### src/rtl/plic.sv
// Platform-level interrupt controller: per-source priority, pending and enable,
// a threshold, and a claim/complete port behind a one-cycle valid/ready register bus.
module plic #(
   parameter int plic_sources   = 8,
   parameter int plic_prio_bits = 3
) (
   input  logic                    rst,
   input  logic                    clk,
   input  logic                    plic_valid,
   input  logic                    plic_instr,
   input  logic [31:0]             plic_addr,
   input  logic [31:0]             plic_wdata,
   input  logic [3:0]              plic_wstrb,
   output logic [31:0]             plic_rdata,
   output logic                    plic_ready,
   input  logic [plic_sources-1:0] plic_irq,
   output logic                    plic_meip
);

   localparam int IDW = (plic_sources > 2) ? $clog2(plic_sources) : 1;

   // Word offsets (byte offset >> 2) of the non-priority registers.
   localparam logic [19:0] PEND_W  = 20'h00400;
   localparam logic [19:0] EN_W    = 20'h00800;
   localparam logic [19:0] THR_W   = 20'h80000;
   localparam logic [19:0] CLAIM_W = 20'h80001;

   logic [plic_prio_bits-1:0] prio_q [plic_sources];
   logic [plic_prio_bits-1:0] prio_d [plic_sources];
   logic [plic_sources-1:0]   pending_q, pending_d;
   logic [plic_sources-1:0]   enable_q, enable_d;
   logic [plic_sources-1:0]   in_service_q, in_service_d;
   logic [plic_prio_bits-1:0] threshold_q, threshold_d;
   logic [31:0]               rdata_q, rdata_d;
   logic                      ready_q, ready_d;
   logic                      meip_q, meip_d;

   logic [19:0]               word_addr;
   logic                      acc;
   logic                      bus_op;
   logic                      is_write;
   logic                      prio_hit;
   logic [IDW-1:0]            prio_idx;
   logic                      cmpl_id_ok;
   logic [IDW-1:0]            cmpl_idx;
   logic [IDW-1:0]            best_id;
   logic [plic_prio_bits-1:0] best_prio;
   logic [31:0]               merged;
   logic                      unused_bits;

   function automatic logic [31:0] merge_bytes(input logic [31:0] old_v,
                                               input logic [31:0] new_v,
                                               input logic [3:0]  strb);
      logic [31:0] m;
      for (int b = 0; b < 4; b++) begin
         m[8*b +: 8] = {8{strb[b]}};
      end
      return (old_v & ~m) | (new_v & m);
   endfunction

   // A request is taken only while no response is outstanding, so a master
   // holding valid through the ready cycle produces a single access.
   assign acc        = plic_valid & ~ready_q;
   assign bus_op     = acc & ~plic_instr;
   assign is_write   = |plic_wstrb;
   assign word_addr  = plic_addr[21:2];
   assign prio_hit   = word_addr < 20'(plic_sources);
   assign prio_idx   = word_addr[IDW-1:0];
   assign cmpl_id_ok = (plic_wdata != 32'd0) && (plic_wdata < 32'(plic_sources));
   assign cmpl_idx   = plic_wdata[IDW-1:0];

   assign unused_bits = ^{plic_addr[31:22], plic_addr[1:0], plic_irq[0]};

   // Starting the search at the threshold and replacing only on strictly higher
   // priority gives both the threshold test and lowest-ID tie breaking.
   always_comb begin
      best_id   = '0;
      best_prio = threshold_q;
      for (int i = 1; i < plic_sources; i++) begin
         if (pending_q[i] && enable_q[i] && (prio_q[i] > best_prio)) begin
            best_id   = IDW'(i);
            best_prio = prio_q[i];
         end
      end
   end

   always_comb begin
      prio_d       = prio_q;
      pending_d    = pending_q;
      enable_d     = enable_q;
      in_service_d = in_service_q;
      threshold_d  = threshold_q;
      rdata_d      = '0;
      ready_d      = acc;
      meip_d       = (best_id != '0);
      merged       = '0;

      for (int i = 1; i < plic_sources; i++) begin
         if (plic_irq[i] && !in_service_q[i]) begin
            pending_d[i] = 1'b1;
         end
      end

      if (bus_op) begin
         if (!is_write) begin
            if (prio_hit) begin
               rdata_d = 32'(prio_q[prio_idx]);
            end else begin
               case (word_addr)
                  PEND_W:  rdata_d = 32'(pending_q);
                  EN_W:    rdata_d = 32'(enable_q);
                  THR_W:   rdata_d = 32'(threshold_q);
                  CLAIM_W: begin
                     rdata_d = 32'(best_id);
                     // Applied after the gateway so a same-cycle re-pend loses to the claim.
                     if (best_id != '0) begin
                        pending_d[best_id]    = 1'b0;
                        in_service_d[best_id] = 1'b1;
                     end
                  end
                  default: ;
               endcase
            end
         end else begin
            if (prio_hit) begin
               if (prio_idx != '0) begin
                  merged           = merge_bytes(32'(prio_q[prio_idx]), plic_wdata, plic_wstrb);
                  prio_d[prio_idx] = merged[plic_prio_bits-1:0];
               end
            end else begin
               case (word_addr)
                  EN_W: begin
                     merged   = merge_bytes(32'(enable_q), plic_wdata, plic_wstrb);
                     enable_d = {merged[plic_sources-1:1], 1'b0};
                  end
                  THR_W: begin
                     merged      = merge_bytes(32'(threshold_q), plic_wdata, plic_wstrb);
                     threshold_d = merged[plic_prio_bits-1:0];
                  end
                  CLAIM_W: begin
                     if (cmpl_id_ok && in_service_q[cmpl_idx]) begin
                        in_service_d[cmpl_idx] = 1'b0;
                     end
                  end
                  default: ;
               endcase
            end
         end
      end
   end

   always_ff @(posedge clk or negedge rst) begin
      if (!rst) begin
         for (int i = 0; i < plic_sources; i++) begin
            prio_q[i] <= '0;
         end
         pending_q    <= '0;
         enable_q     <= '0;
         in_service_q <= '0;
         threshold_q  <= '0;
         rdata_q      <= '0;
         ready_q      <= 1'b0;
         meip_q       <= 1'b0;
      end else begin
         prio_q       <= prio_d;
         pending_q    <= pending_d;
         enable_q     <= enable_d;
         in_service_q <= in_service_d;
         threshold_q  <= threshold_d;
         rdata_q      <= rdata_d;
         ready_q      <= ready_d;
         meip_q       <= meip_d;
      end
   end

   assign plic_rdata = rdata_q;
   assign plic_ready = ready_q;
   assign plic_meip  = meip_q;

endmodule

### config.mk
export PLATFORM = sky130hd
export DESIGN_NAME = plic
export DESIGN_NICKNAME = d
export VERILOG_FILES = /design/src/rtl/plic.sv
export SDC_FILE = /design/constraint.sdc
export NUM_CORES = 1
export LEC_CHECK = 0
export BUFFER_PORTS_ARGS = -buffer_cell sky130_fd_sc_hd__buf_2
export CAP_MARGIN = 25
export CORE_ASPECT_RATIO = 0.75
export CORE_MARGIN = 2
export CORE_UTILIZATION = 55
export DETAILED_ROUTE_END_ITERATION = 7
export HOLD_SLACK_MARGIN = 0.02
export MAX_ROUTING_LAYER = met4
export PLACE_DENSITY = 0.89
export REMOVE_ABC_BUFFERS = 1
export SYNTH_ARGS = -nofsm -noshare
export SYNTH_HDL_FRONTEND = slang
export SYNTH_SLANG_ARGS = --single-unit
### constraint.sdc
create_clock -name clk -period 14.6 [get_ports clk]
set_input_delay 3.65 -clock clk [delete_from_list [all_inputs] [get_ports clk]]
set_output_delay 3.65 -clock clk [all_outputs]
set_load 0.05 [all_outputs]
* After elaboration in Yosys (flattened, before gate mapping)
Index checks and enable logic that the tools add are counted.
Word-level totals: flip-flop bits (word level) 84, logic and storage cells 147, output and inout port bits 34
Cells by class: reductions and logical operators 43, mux-type cells 48, bitwise operators 20, equal/unequal tests 5, magnitude comparators 15
Operators by type and width (number):
- $mux W8 | 15
- $mux W3 | 15
- $eq A20 B20 Y1 const B | 2
- $and A8 B8 Y8 | 4
- $lt A32 B4 Y1 const B | 1
- $pmux W8 S4 | 1
- $reduce_bool A32 Y1 | 1
- $logic_and A1 B1 Y1 | 26
- $bwmux W24 | 1
- $not A8 Y8 | 3
- $gt A3 B3 Y1 | 7
- $eq A20 B11 Y1 const B | 1
- $eq A20 B12 Y1 const B | 1
- $lt A20 B4 Y1 const B | 1
- $or A8 B8 Y8 | 2
- $reduce_and A4 Y1 | 3
- $mux W1 | 11
- $reduce_and A5 Y1 | 2
- $bmux W3 S3 | 1
- $demux W3 S3 | 1
- $lt A3 B4 Y1 const B | 2
- $logic_not A1 Y1 | 7
- $and A3 B3 Y3 | 2
- $demux W1 S3 | 2
- other kinds (12) | 19

* Depth between registers and ports, before layout
depth in word-level cells 32, mapped depth 51, gate-level depth less buffers 50

* Worst setup path before layout
OpenSTA, ideal clock, no wires.
path type reg2reg, start register prio_q[19] (netlist name), end register pending_q[1], path slack 5.004 ns, path buffers 1, data arrival time 9.470 ns, stages on the path, launching flop included 51, cell sequence dfrtp_1 -> ha_1 -> nor2b_4 -> o311a_4 -> nand2_4 -> nand2_1 -> o21ai_0 -> ha_1 -> nor2_1 -> nor4b_1 -> a311oi_1 -> a211oi_2 -> nor2_1 -> a21oi_1 -> ha_1 -> nor2_1 -> a31oi_1 -> and2_1 -> [15 not listed] -> a22oi_1 -> a211o_1 -> a31oi_4 -> nor3_1 -> a21oi_1 -> ha_1 -> nor2b_1 -> o21a_1 -> o2111ai_1 -> mux2_2 -> ha_1 -> nor2b_1 -> o21a_1 -> o2111ai_1 -> nand2_1 -> nor3_4 -> nand2_2 -> o32a_1
On the way: cells in the longest elaborated chain, start to end 32, elaborated cells on any way between the ends 40
RTL lines:
- from (decl) | line 28 | logic [plic_prio_bits-1:0] prio_q [plic_sources];
- from (signal assigned) | line 165 | prio_q <= prio_d;
- $gt A3 B3 Y1 | line 80 | if (pending_q[i] && enable_q[i] && (prio_q[i] > best_prio)) begin
- $logic_and A1 B1 Y1 | line 80
- $mux W3 | line 80
- $gt A3 B3 Y1 | line 80
- $logic_and A1 B1 Y1 | line 80
- $mux W3 | line 80
- $gt A3 B3 Y1 | line 80
- $logic_and A1 B1 Y1 | line 80
- [17 not listed]
- $not A8 Y8 (no line)
- $and A8 B8 Y8 (no line)
- $mux W8 * | line 116 | if (best_id != '0) begin
- $mux W8 * | line 109 | case (word_addr)
- $mux W8 * | line 106 | if (prio_hit) begin
- $mux W8 * | line 105 | if (!is_write) begin
- $mux W8 * | line 104 | if (bus_op) begin
- named net pending_d[1] | line 30 | logic [plic_sources-1:0] pending_q, pending_d;
- to (signal assigned) | line 166 | pending_q <= pending_d;
- to (decl) | line 30
The timed path passes the listed nets; every way through them passes the cells marked *. A chain may end at the register's enable or synchronous reset.

==> results.json <==
{
  "status": "finished, final reports clean",
  "rsz0062_at_grt": "no",
  "cts.sinks": 59,
  "finalSetupTns_ns": 0,
  "whs_ns": 0.3807,
  "yosys.area.top_type": "dfrtp_1",
  "cp_max_fo": 9,
  "syn_area_um2": 3964,
  "synth_cell_types": 69,
  "place_ws_ns": 3.110,
  "grt_max_degree": 60,
  "slowest_delay_ns": 0.60,
  "die_h_um": 77.52,
  "ant_nets": 0,
  "synth_edf_count": 0,
  "coreArea_um2": 6897,
  "io_buffers": 76,
  "vias": 3610,
  "dieArea_um2": 7909,
  "nFillCells": 571,
  "synth.area.top_cells": "dfrtp_1 (37%), mux2_2 (9.1%), buf_4 (4.5%), ha_1 (4.1%), mux4_2 (3.4%)",
  "synth.top_cell.area_share_pct": 37.25,
  "slew_violations": 0,
  "area_growth_syn_to_layout_pct": 13.95,
  "cts_buffer_depth": 2,
  "worst_path_max_delay_cell": "o2111ai_1",
  "tightest_slew_ns": 0.8757,
  "post_cts_buffers": 0,
  "syn_inst": 401,
  "cts_buffers": 9,
  "hold_buffers": 0,
  "antenna_cells": 0,
  "syn_avg_cell_area_um2": 9.885,
  "drive_above_1_share_pct": 31.03,
  "wirelength_mm": 11.06,
  "drt_pre_antenna_iters": 5,
  "slew_headroom_pct": 41.08,
  "critPathArrivalTime_ns": 12.04,
  "wl_per_cell_um": 19.24,
  "clkLatencyLatePin_ns": 0.36,
  "grt_pass1_vias": 3500,
  "p_leak_nw": 2.118,
  "cap_violations": 0,
  "ctsRootBufferMaster": "clkbuf_8",
  "post_drt_via_cell_ratio": 6.278,
  "finalSetupViolations": 0,
  "gp_congestion": 0.9806,
  "ir_drop_mv": 0.05765,
  "yosys_warnings": 0,
  "cts_resized": 0,
  "track_usage_pct": 30.13,
  "die_w_um": 102.0,
  "fin_skew_ns": 0.008164,
  "setup_ws_ns": 2.793,
  "cp-end-kind": "flip-flop",
  "total_power_w": 0.0003511,
  "min_period_ns": 11.81,
  "hold_path_class": "flip-flop to flip-flop",
  "synth_ff_type": "dfrtp_1",
  "clk_pin_slew_ns": 0.07,
  "rows": 26,
  "finalCritPeriodShare_pct": 80.87,
  "max_freq_ghz": 0.08470,
  "hpwl_mm": 8.419,
  "cp_common_cell": "ha_1",
  "nNetsFinal": 567,
  "synth_async_sr_flop_share_pct": 100.0,
  "critPathKind": "flip-flop to flip-flop",
  "hold_viol_final": 0,
  "overflow": 0,
  "cts_tree": "done",
  "start_kind": "flip-flop",
  "ctsHtreeMaxLevel": 3,
  "power_density_nw_per_um2": 77.74,
  "drtIter0Drc": 327,
  "ys_ff_latch": 59,
  "crit_required_ns": 14.84,
  "num_io_pins": 114,
  "antenna_found_initial": 0,
  "ys_seq_area_share_pct": 37.25,
  "grt_pass1_wl_mm": 17.58,
  "drc": 0,
  "initial_core_util_pct": 57.47
}
stage by stage:
step	std cells	utilization (%)	cell area, µm²
final	575	65.49	4517
after global routing	575	65.49	4517
after CTS	575	65.49	4517
after detailed placement	561	62.74	4327
after global placement	561	62.74	4327
after floorplan	386	-	3816
path summary, 6_finish.rpt:
check / depth (start not counted) / endpoint / slack, ns / startpoint
worst max-delay path: 50 / pending_q[1]$_DFF_PN0_ / 2.79 / flip-flop
worst min-delay path: 0 / prio_q[21]$_DFFE_PN0P_ / 0.38 / prio_q[21]$_DFFE_PN0P_
worst max register to register: 50 / pending_q[1]$_DFF_PN0_ / 2.79 / flip-flop
worst min register to register: 0 / prio_q[21]$_DFFE_PN0P_ / 0.38 / prio_q[21]$_DFFE_PN0P_
max in group asynchronous: 2 / plic_rdata[3]$_DFF_PN0_ / 10.64 / rst
min in group asynchronous: 2 / prio_q[8]$_DFFE_PN0P_ / 3.43 / rst
Yosys cell counts (2+ instances only):
cell type	count
a21o_1	2
a21oi_1	13
a221oi_1	3
a22oi_1	7
a31oi_1	5
a31oi_4	2
and2_1	3
and3_1	6
and3b_1	2
and4_1	2
buf_4	24
clkbuf_1	12
dfrtp_1	59
ha_1	13
inv_1	13
mux2_2	32
mux2i_1	5
mux4_2	6
nand2_1	30
nand2b_1	2
nand3_1	14
nand3b_1	4
nand4_1	4
nor2_1	27
nor2b_1	13
nor3_1	4
nor3b_1	2
nor4_1	13
nor4b_1	3
o2111ai_1	2
o211ai_1	5
o21a_1	5
o21ai_0	20
o31ai_1	6
o32a_1	2
or2_2	3
metal layers:
metal | share of wire (%) | wire length (µm) | track usage [%]
met1 | 41 | 4517 | 40.56
met2 | 46 | 5127 | 44.21
met3 | 10 | 1152 | 7.658
met4 | 2.4 | 265 | 11.07
met5 | 0 | 0 | -
cell type report:
| class | instances | area (µm²) | area share (%) |
|---|---|---|---|
| clock inverter | 4 | 52.55 | 1.163 |
| tap | 98 | 122.6 | 2.715 |
| clock buffer | 10 | 137.6 | 3.047 |
| inverter | 13 | 48.80 | 1.080 |
| multi-input combinational | 314 | 2291 | 50.72 |
| timing repair buffer | 77 | 387.9 | 8.587 |
| sequential | 59 | 1476 | 32.69 |
cell families after synthesis:
group                    synth area share [%]
AND/OR/NAND/NOR                         19.48
AO/OA/AOI/OAI                           18.18
flip-flops                              37.25
buffers and inverters                   7.134
multiplexers                            13.76
adder cells (fa/ha/maj)                 4.104
other                                 0.09461
critical path, delay by kind of cell (launching register included):
kind | cells | cell delay (ns)
adder cells (fa/ha/maj) | 7 | 2.03
buffers and inverters | 1 | 0.09
flip-flops | 1 | 0.44
AO/OA/AOI/OAI | 21 | 5.35
AND/OR/NAND/NOR | 20 | 3.34
multiplexers | 1 | 0.41
layout by cell type (no fill, tap or decap), types with 4 or more instances in the layout:
master / Yosys / final
nor2b_1: 13 / 13
dfrtp_1: 59 / 59
a31oi_1: 5 / 5
inv_1: 13 / 13
and3_1: 6 / 6
nand2_1: 30 / 30
nand3_1: 14 / 14
o211ai_1: 5 / 5
a21oi_1: 13 / 13
mux4_2: 6 / 6
nand4_1: 4 / 4
ha_1: 13 / 13
nor3_1: 4 / 4
buf_2: 1 / 76
o31ai_1: 6 / 6
conb_1: 1 / 24
mux2_2: 32 / 32
mux2i_1: 5 / 5
nand3b_1: 4 / 4
clkbuf_8: 0 / 10
a22oi_1: 7 / 7
nor4_1: 13 / 13
o21a_1: 5 / 5
o21ai_0: 20 / 20
nor2_1: 27 / 27
power breakdown:
part | total, W | switching [W] | leakage (nW) | internal (W)
sequential | 0.000164 | 0.000000107 | 0.766 | 0.000164
clock | 0.000149 | 0.0000679 | 0.0865 | 0.0000814
combinational | 0.0000381 | 0.0000276 | 1.27 | 0.0000106
(Power assumes the default switching activity.)
